===== src/rtl/compadder_seq_ctrl_pkg.sv =====
// Shared definitions for the chunked adder sequencer: FSM state encoding and
// default geometry (WIDTH-bit chunks, CHUNKS chunks per operation).
package compadder_seq_ctrl_pkg;

  typedef enum logic [1:0] {
    S_IDLE = 2'd0,
    S_RUN  = 2'd1,
    S_DONE = 2'd2
  } state_t;

  localparam int unsigned DEF_WIDTH  = 3;
  localparam int unsigned DEF_CHUNKS = 4;

endpackage


===== src/rtl/compadder_seq_ctrl_compadder.sv =====
// Compadder chunk datapath: produces both a+b and a+b+1 for one WIDTH-bit
// chunk so the caller can pick the result by carry without rippling.
// Ports:
//   a, b   in  WIDTH     chunk operands
//   sum_c  out WIDTH+1   a + b        (MSB is carry-out)
//   tum    out WIDTH+1   a + b + 1    (MSB is carry-out)
module compadder_seq_ctrl_compadder
  import compadder_seq_ctrl_pkg::*;
#(
  parameter int unsigned WIDTH = DEF_WIDTH
) (
  input  logic [WIDTH-1:0] a,
  input  logic [WIDTH-1:0] b,
  output logic [WIDTH:0]   sum_c,
  output logic [WIDTH:0]   tum
);

  always_comb begin
    sum_c = {1'b0, a} + {1'b0, b};
    tum   = {1'b0, a} + {1'b0, b} + (WIDTH+1)'(1);
  end

endmodule


===== src/rtl/compadder_seq_ctrl.sv =====
// Multi-cycle wide adder: adds two N-bit operands (N = WIDTH*CHUNKS) through
// one shared chunk adder, one chunk per clock, LSB chunk first. Each cycle the
// running carry selects the chunk's sum or sum+1 output.
// Ports:
//   clk    in   1  rising-edge clock
//   rst_n  in   1  asynchronous active-low reset
//   start  in   1  request, honoured only in IDLE or DONE
//   a, b   in   N  operands, captured on accepted start
//   cin    in   1  carry-in, captured on accepted start
//   busy   out  1  high while chunks are being processed
//   done   out  1  one-cycle pulse, sum/cout valid from this cycle
//   sum    out  N  result register
//   cout   out  1  final carry-out
module compadder_seq_ctrl
  import compadder_seq_ctrl_pkg::*;
#(
  parameter int unsigned WIDTH  = DEF_WIDTH,
  parameter int unsigned CHUNKS = DEF_CHUNKS
) (
  input  logic                    clk,
  input  logic                    rst_n,
  input  logic                    start,
  input  logic [WIDTH*CHUNKS-1:0] a,
  input  logic [WIDTH*CHUNKS-1:0] b,
  input  logic                    cin,
  output logic                    busy,
  output logic                    done,
  output logic [WIDTH*CHUNKS-1:0] sum,
  output logic                    cout
);

  localparam int unsigned N     = WIDTH * CHUNKS;
  localparam int unsigned IDX_W = (CHUNKS > 1) ? $clog2(CHUNKS) : 1;
  localparam logic [IDX_W-1:0] LAST = IDX_W'(CHUNKS - 1);

  state_t           state, state_next;
  logic [N-1:0]     a_r, a_r_next;
  logic [N-1:0]     b_r, b_r_next;
  logic             carry, carry_next;
  logic [IDX_W-1:0] idx, idx_next;
  logic [N-1:0]     sum_next;
  logic             cout_next, busy_next, done_next;

  logic [WIDTH-1:0] a_c, b_c;
  logic [WIDTH:0]   sum_c, tum, r;

  compadder_seq_ctrl_compadder #(.WIDTH(WIDTH)) u_add (
    .a     (a_c),
    .b     (b_c),
    .sum_c (sum_c),
    .tum   (tum)
  );

  // Chunk mux onto the shared adder and carry-select of its result.
  always_comb begin
    a_c = '0;
    b_c = '0;
    for (int unsigned k = 0; k < CHUNKS; k++) begin
      if (idx == IDX_W'(k)) begin
        a_c = a_r[k*WIDTH +: WIDTH];
        b_c = b_r[k*WIDTH +: WIDTH];
      end
    end
    r = carry ? tum : sum_c;
  end

  always_comb begin
    state_next = state;
    a_r_next   = a_r;
    b_r_next   = b_r;
    carry_next = carry;
    idx_next   = idx;
    sum_next   = sum;
    cout_next  = cout;
    case (state)
      S_IDLE, S_DONE: begin
        if (start) begin
          a_r_next   = a;
          b_r_next   = b;
          carry_next = cin;
          idx_next   = '0;
          sum_next   = '0;
          cout_next  = 1'b0;
          state_next = S_RUN;
        end else begin
          state_next = S_IDLE;
        end
      end
      S_RUN: begin
        for (int unsigned k = 0; k < CHUNKS; k++) begin
          if (idx == IDX_W'(k)) sum_next[k*WIDTH +: WIDTH] = r[WIDTH-1:0];
        end
        carry_next = r[WIDTH];
        idx_next   = idx + IDX_W'(1);
        if (idx == LAST) begin
          cout_next  = r[WIDTH];
          state_next = S_DONE;
        end
      end
      default: state_next = S_IDLE;
    endcase
    // busy/done are registered copies of the next-state decode, so there is
    // no combinational path from start to either output.
    busy_next = (state_next == S_RUN);
    done_next = (state_next == S_DONE);
  end

  always_ff @(posedge clk or negedge rst_n) begin
    if (!rst_n) begin
      state <= S_IDLE;
      a_r   <= '0;
      b_r   <= '0;
      carry <= 1'b0;
      idx   <= '0;
      sum   <= '0;
      cout  <= 1'b0;
      busy  <= 1'b0;
      done  <= 1'b0;
    end else begin
      state <= state_next;
      a_r   <= a_r_next;
      b_r   <= b_r_next;
      carry <= carry_next;
      idx   <= idx_next;
      sum   <= sum_next;
      cout  <= cout_next;
      busy  <= busy_next;
      done  <= done_next;
    end
  end

endmodule


===== config.mk =====
export PLATFORM = sky130hd
export DESIGN_NAME = compadder_seq_ctrl
export DESIGN_NICKNAME = d
export VERILOG_FILES = /design/src/rtl/compadder_seq_ctrl_pkg.sv /design/src/rtl/compadder_seq_ctrl_compadder.sv /design/src/rtl/compadder_seq_ctrl.sv
export SDC_FILE = /design/constraint.sdc
export NUM_CORES = 1
export LEC_CHECK = 0
export BUFFER_PORTS_ARGS = -buffer_cell sky130_fd_sc_hd__buf_4
export CAP_MARGIN = 20
export CORE_MARGIN = 3
export CORE_UTILIZATION = 49
export CTS_CLUSTER_DIAMETER = 50
export CTS_CLUSTER_SIZE = 16
export DETAILED_ROUTE_END_ITERATION = 10
export HOLD_SLACK_MARGIN = 0.08
export PLACE_DENSITY = 0.75
export SYNTH_ARGS = -nofsm -noshare
export SYNTH_HDL_FRONTEND = slang
export SYNTH_SLANG_ARGS = --single-unit

===== constraint.sdc =====
create_clock -name clk -period 3 [get_ports clk]
set_input_delay 0.6 -clock clk [delete_from_list [all_inputs] [get_ports clk]]
set_output_delay 0.6 -clock clk [all_outputs]
set_load 0.1 [all_outputs]

# After elaboration in Yosys (flattened, before gate mapping)
# Index checks and enable logic that the tools add are counted.
# totals
reg_bits	44
latchBits	0
ram_bits	0
mem_bits_ro	0
input_bits	28
out_inout_bits	15
wordCells	62
n_memories	0
# classes
addsub	3
n_mul	0
div_mod_pow	0
n_lt_le_gt_ge	0
eq_ne	12
shift	0
n_mux	25
bitwise	0
reduce_logical	10
# op_table
op	n
3-bit 2-to-1 mux	12
12-bit case mux with 2 select lines	1
12-bit 2-to-1 mux	1
3-bit AND reduction	4
2-bit != test (second input constant)	5
2-bit equality test (second input constant)	4
2-bit case mux with 2 select lines	2
2-bit by 1-bit equality test with 1-bit output (second input constant)	3
3-bit by 3-bit adder with 4-bit output	1
4-bit by 1-bit adder with 4-bit output (second input constant)	1
2-bit zero test	2
1-bit 2-to-1 mux	4
2-bit 2-to-1 mux	2
4-bit 2-to-1 mux	1
1-bit case mux with 2 select lines	2
2-bit AND reduction	2
2-bit by 1-bit adder with 2-bit output (second input constant)	1
2-bit nonzero test	1
2-bit OR reduction	1

# Longest topological paths before layout
# Gate-level depths: netlist (run 1).
# logic_depth
depth_word	10
ltp_mapped	13
depth_no_buf	12

# Hierarchy
# Synthesis (run 1) repeated with hierarchy kept, for this count alone.
# hier_totals
hier_cells	219
area_unflattened_um2	2057.0
# by_module_without_submodules
mod	instances	cells_per_inst	area_per_inst_um2	seq_area_each_um2
compadder_seq_ctrl	1	206	1925.6	1101.1
compadder_seq_ctrl_compadder	1	13	131.4	0.0

# Worst setup path before layout (run 1)
# OpenSTA, ideal clock, no wires.
# synth_timing
path_kind	register -> register
startpoint	reg idx[0]
endpoint	reg sum[10]
setup_ns	0.128
arrival_ns	2.654
required_time_ns	2.872
setup_slack_ns	0.218
stages_incl_launch_ff	12
path_buffers	0
synth_period_minus_slack_ns	2.782
path_cell_list	dfrtp_1 > inv_1 > ha_1 > nor2b_2 > a221oi_1 > o31ai_1 > ha_1 > fa_1 > ha_1 > mux2i_1 > nor2_1 > mux2_1
# synth_via
elab_chain_len	10
elab_cells_between_ends	19
cone_classes	2 x add/sub; 4 x eq/ne; 11 x mux; 2 x reduce/logical
# synth_rtl
element	line	text
start: declaration	compadder_seq_ctrl.sv:40	logic [IDX_W-1:0] idx, idx_next;
start signal: assignment	compadder_seq_ctrl.sv:124	idx <= idx_next;
2-bit zero test	compadder_seq_ctrl.sv:59	if (idx == IDX_W'(k)) begin
3-bit 2-to-1 mux (4 in a row)	compadder_seq_ctrl.sv:59	
3-bit by 3-bit adder with 4-bit output	compadder_seq_ctrl_compadder.sv:19, compadder_seq_ctrl_compadder.sv:20	
4-bit by 1-bit adder with 4-bit output	compadder_seq_ctrl_compadder.sv:20	tum = {1'b0, a} + {1'b0, b} + (WIDTH+1)'(1);
4-bit 2-to-1 mux	compadder_seq_ctrl.sv:64	r = carry ? tum : sum_c;
3-bit 2-to-1 mux	compadder_seq_ctrl.sv:91	if (idx == IDX_W'(k)) sum_next[k*WIDTH +: WIDTH] = r[WIDTH-1:0];
12-bit case mux with 2 select lines	compadder_seq_ctrl.sv:75	case (state)
end signal: assignment	compadder_seq_ctrl.sv:125	sum <= sum_next;
end: declaration	compadder_seq_ctrl.sv:28	output logic [WIDTH*CHUNKS-1:0] sum,
# Several ways; a longest one is shown, not always the timed one. The select of a mux whose other input is x is not followed.
# A chain may end at the register's enable or synchronous reset.

# Worst setup path after layout (run 1)
# layout_timing
startpoint	reg idx[0]
endpoint	reg sum[7]
# The elaborated chain is that of the path after synthesis.

==> metrics.cfg, run 1 <==
[synth]
yosysSeqAreaShare_pct = 52.4
ys_types = 30
async_reset_ff_share_pct = 100
synth_top_family_by_area = simple AND/OR/NAND/NOR gates
synth_cells = 221
netlist_area_um2 = 2100
yosys_warnings = 0
ys_ff_latch = 44
ys.flop_type = dfrtp_1
synth.top_cell.area_share_pct = 52.4
synth_compound_area_share_pct = 8.99
yosysTopAreaCell = dfrtp_1
synth_edf_count = 0
avgSynthCellArea_um2 = 9.51
synth.area.mux_share_pct = 4.76
synth_xor_area_share_pct = 1.67
synth_simple_gate_area_share_pct = 22.6
syn_nets = 258
synth.area.top_cells = dfrtp_1 (52%), nand2_1 (16%), ha_1 (4.8%)
synthAdderAreaFrac_pct = 5.71

[setup_path]
worstSetupEndpoint = sum[7]
cp_max_fo = 5
rr_worst_depth = 11
timing.rr.end = sum[7]
crit_path_end_kind = register
timing.rr.start = idx[0]
startpoint = idx[0]
critPathLaunchType = register
crit_type = register to register
arrival_ns = 3.07
cp.required_ns = 3.19
r2r_setup_slack_ns = 0.12

[clocking]
cts-buffers-inserted = 5
ctsRootBufferMaster = clkbuf_8
clock-sinks = 44
clk_path_buf_depth = 2
cts_tree = yes
htree_levels = 2
clock_latency_ns = 0.30
cts.reportedPaths.clkPinSlew_ns = 0.08
ctsHoldBuffers = 0

[timing]
post-route-period-util_pct = 96.1
relSlewSlack_pct = 45.2
whs_ns = 0.284
slew_viol_final = 0
clock_skew_ns = 0.00783
hold_viol = 0
post-route-min-period_ns = 2.88
fmax_mhz = 347
tightest_slew_ns = 0.818
setup_viol = 0

[finish]
drive_gt1_share_pct = 30.1
final_nets = 303
final_cell_count_no_fill = 316
layout_commonest_cell = nand2_1
area_growth_pct = 24.9
final_cell_mix = nand2_1 (90), buf_4 (49), dfrtp_1 (43)
diodes = 0

[routing]
viasPerCell = 5.20
wl_met3_um = 195
drt-initial-drc-count = 143
routedLengthMet1_um = 1930
highest_layer = met4
vias = 1643
wl_per_cell_um = 14.0
dr.pass1.iters = 4
met2_length_um = 2220
wirelength_um = 4410
drc = 0
antenna_left = 0

[flow_run]
maxCapViolCount = 0

[floorplanning]
core_um2 = 4060
start_util_pct = 51.8
num_io_pins = 43
die_height_um = 71.5
die_x_um = 71.5
row_count = 23
die_area_um2 = 5110

[place]
dp_hpwl_um = 3040
routabilityCongestion = 0.821
dp_cells = 308
port_buffers = 42

[worst_hold_path]
hold_path.class = primary input to asynchronous set/reset pin

[global_routing]
antenna_found_initial = 0
grt_usage_pct = 17.9
grt_pass1_vias = 1580
grt_max_degree = 45
grt_pass1_wl_um = 7120
overflow = 0

[outcome]
status = complete, no violations

-- synthesized netlist by cell type, drive strengths merged (2+ instances only) --
cell	count
o31ai	5
o21ai	9
inv	4
xnor2	3
nor2	5
nand3	3
mux2	8
a21oi	7
a221oi	5
nand2b	2
buf	9
clkbuf	2
ha	8
nand2	92
dfrtp	44
nor2b	8
-- per-stage QoR --
step                      cell area (um^2)  utilization, %  TNS, ns  worst slack [ns]
after floorplan                       2100               -        0             0.218
after global placement                2460            60.7        0             0.114
after detailed placement              2460            60.7        0            0.0337
after CTS                             2540            62.6        0            0.0310
after global routing                  2630            64.7   -0.245           -0.0637
final                                 2630            64.7        0             0.116
-- cell families after synthesis --
logic type / count (synthesis)
xor gates and xnor gates: 4
buffers and inverters: 15
DFF: 44
AOI/OAI and AO/OA: 28
and+or+nand+nor: 112
adders and majority gates: 9
muxes: 9
-- sequential cells by signal, summed over array words and instances (netlist names) --
register and flops:
sum 12, a_r 12, cout 1, carry 1
done 1, state 2, busy 1, b_r 12
idx 2
-- layout make-up --
type / instances / area [um^2]
fill: 331 / 1430
clock buffer: 6 / 72.6
sequential: 44 / 1100
multi-input combinational: 162 / 1000
clock inverter: 1 / 5.00
tap: 50 / 62.6
timing repair buffer: 49 / 368
inverter: 4 / 15.0
-- timing repair --
action / in CTS / in global routing
gates resized for setup: 0 / 21
buffers inserted: 0 / 1
endpoints found under the setup margin: 0 / 8
hold endpoints to repair: 0 / 0
-- critical path, cell delays in order, from the launching register on --
cell,delay [ns]
dfrtp_2,0.45
inv_2,0.11
ha_4,0.15
nor2b_4,0.21
a221oi_2,0.08
o31ai_1,0.25
ha_2,0.25
fa_1,0.45
ha_1,0.29
mux2i_1,0.16
nor2_2,0.09
mux2_4,0.28
-- how the worst min path moves through the flow --
stage	end	slack [ns]	cells after the start
CTS	sum[1]	0.30	1
finish	a_r[11]	0.28	1
global route	sum[7]	0.31	1
floorplan	a_r[0]	0.30	0
global placement	sum[6]	0.46	2
detailed placement	sum[6]	0.47	2
-- layer usage --
layer	global-route usage, %	vias to the layer above
li1	-	808
met1	23.1	798
met2	28.8	32
met3	5.47	5
met4	6.26	0
met5	0	-
Power of run 1 is not shown: default switching activity piles up to over one toggle a cycle in this logic, so the estimate is an artifact.
==> run 2: changes to the inputs <==
==> constraint.sdc (replaced) <==
create_clock -name clk -period 3 [get_ports clk]
set_input_delay 0.15 -clock clk [delete_from_list [all_inputs] [get_ports clk]]
set_output_delay 0.15 -clock clk [all_outputs]
set_load 0.1 [all_outputs]
==> metrics.cfg, run 2 (synthesized netlist as in run 1, its figures left out) <==
[outcome]
status = complete, no violations

[routing]
wirelength_um = 4940  ; +12%
viasPerCell = 5.13  ; -1.3%
drt-initial-drc-count = 102  ; -29%
drc = 0  ; unchanged
antenna_left = 0  ; unchanged
vias = 1770  ; +7.7%
dr.pass1.iters = 4  ; unchanged
wl_per_cell_um = 14.3  ; +2.6%

[place]
dp_hpwl_um = 3150  ; +3.6%
place_area_um2 = 2460  ; unchanged
routabilityCongestion = 0.846  ; +3.1%
port_buffers = 42  ; unchanged

[clocking]
htree_levels = 2  ; unchanged
ctsRootBufferMaster = clkbuf_8
clock-sinks = 44  ; unchanged
cts.reportedPaths.clkPinSlew_ns = 0.08  ; about the same
cts_tree = yes
cts-buffers-inserted = 5  ; unchanged
clock_latency_ns = 0.29  ; about the same
clk_path_buf_depth = 2  ; unchanged

[floorplanning]
start_util_pct = 51.8  ; unchanged
die_x_um = 71.5  ; unchanged
core_um2 = 4060  ; unchanged
num_io_pins = 43  ; unchanged
die_height_um = 71.5  ; unchanged
die_area_um2 = 5110  ; unchanged
row_count = 23  ; unchanged

[timing]
relSlewSlack_pct = 50.0  ; +4.8 points
tightest_slew_ns = 0.747  ; -0.0711 ns
clock_skew_ns = 0.00731  ; -0.000517 ns
grt_setup_unrepaired = true
setup_viol = 0  ; unchanged
fmax_mhz = 350  ; +0.83%
post-route-min-period_ns = 2.86  ; -0.0239 ns
totalNegativeSetupSlack_ns = 0  ; unchanged
post-route-period-util_pct = 95.3  ; -0.80 points
slew_viol_final = 0  ; unchanged
hold_viol = 0  ; unchanged

[finish]
diodes = 0  ; unchanged
regArea_um2 = 1100  ; unchanged
postLayoutCoreUtil_pct = 71.4  ; +6.7 points
final_nets = 332  ; +9.6%
final_cell_area_um2 = 2900  ; +10%
area_growth_pct = 37.7
drive_gt1_share_pct = 27.8  ; -2.3 points
final_cell_mix = nand2_1 (90), buf_4 (53), dfrtp_1 (43)
multi_input_area_um2 = 990  ; -1.0%
layout_commonest_cell = nand2_1
reg.largest.list = a_r (12), b_r (12), sum (12)
n_fill_cell = 298  ; -10%

[setup_path]
cp.required_ns = 3.18  ; about the same
critPathLaunchType = register
cp_max_fo = 5  ; unchanged
crit_path_end_kind = register
arrival_ns = 3.04  ; -0.03 ns
crit_type = register to register

[global_routing]
antenna_found_initial = 0  ; unchanged
overflow = 0  ; unchanged
grt_pass1_vias = 1726  ; +9.2%
grt_usage_pct = 20.4  ; +2.5 points
grt_max_degree = 45  ; unchanged
grt_pass1_wl_um = 8020  ; +13%

[worst_hold_path]
hold_path.class = primary input to register

[flow_run]
maxCapViolCount = 0  ; unchanged

==> run 2: cell type report <==
| type | count | area share (%) |
|---|---|---|
| Sequential cell | 44 | 38.1 |
| Clock inverter | 1 | 0.173 |
| Inverter | 4 | 0.519 |
| Multi-Input combinational cell | 162 | 34.2 |
| Tap cell | 50 | 2.16 |
| Timing Repair Buffer | 78 | 22.4 |
| Clock buffer | 6 | 2.51 |
==> run 2: through the flow <==
stage | hold slack, ns | setup WS [ns] | std cells
after detailed placement | 0.174 | -0.0251 | 308
after global routing | 0.244 | -0.00414 | 345
after CTS | 0.230 | 0.0137 | 342
after floorplan | -0.146 | 0.218 | 221
after global placement | 0.171 | 0.113 | 308
final | 0.230 | 0.140 | 345
==> run 2: worst paths after layout <==
path,cells after the start,to,startpoint,slack [ns]
max,11,sum[7],idx[0],0.14
min reg2reg,2,sum[0],sum[0],0.49
min,4,carry,cin,0.23
max reg2reg,11,sum[7],idx[0],0.14
min in group asynchronous,2,sum[0],rst_n,0.37
max in group asynchronous,2,idx[0],rst_n,2.24
==> run 2: timing repair <==
action,in CTS,in global routing
endpoints found under the hold margin,68,0
gates cloned,0,0
buffers inserted,2,3
setup endpoints to repair,4,9
pin swaps,1,7
gates resized for setup,2,16
hold buffers,25,0
==> run 2: per-layer routing <==
metal / vias up / track usage, % / part of all wire, %
met5: - / 0 / 0
met4: 0 / 8.14 / 0.87
met3: 4 / 4.63 / 4.4
met2: 46 / 32.8 / 51
met1: 854 / 26.9 / 44
li1: 866 / - / -
==> run 2: worst max-delay path, cell delays in order (launching register included) <==
cell and delay [ns]:
dfrtp_2 0.46, inv_2 0.09, ha_4 0.13, nor2b_4 0.20
a221oi_2 0.08, o31ai_1 0.26, ha_2 0.24, fa_1 0.44
ha_1 0.30, mux2i_1 0.18, nor2_2 0.09, mux2_4 0.28
Power of run 2 is left out for the same reason.
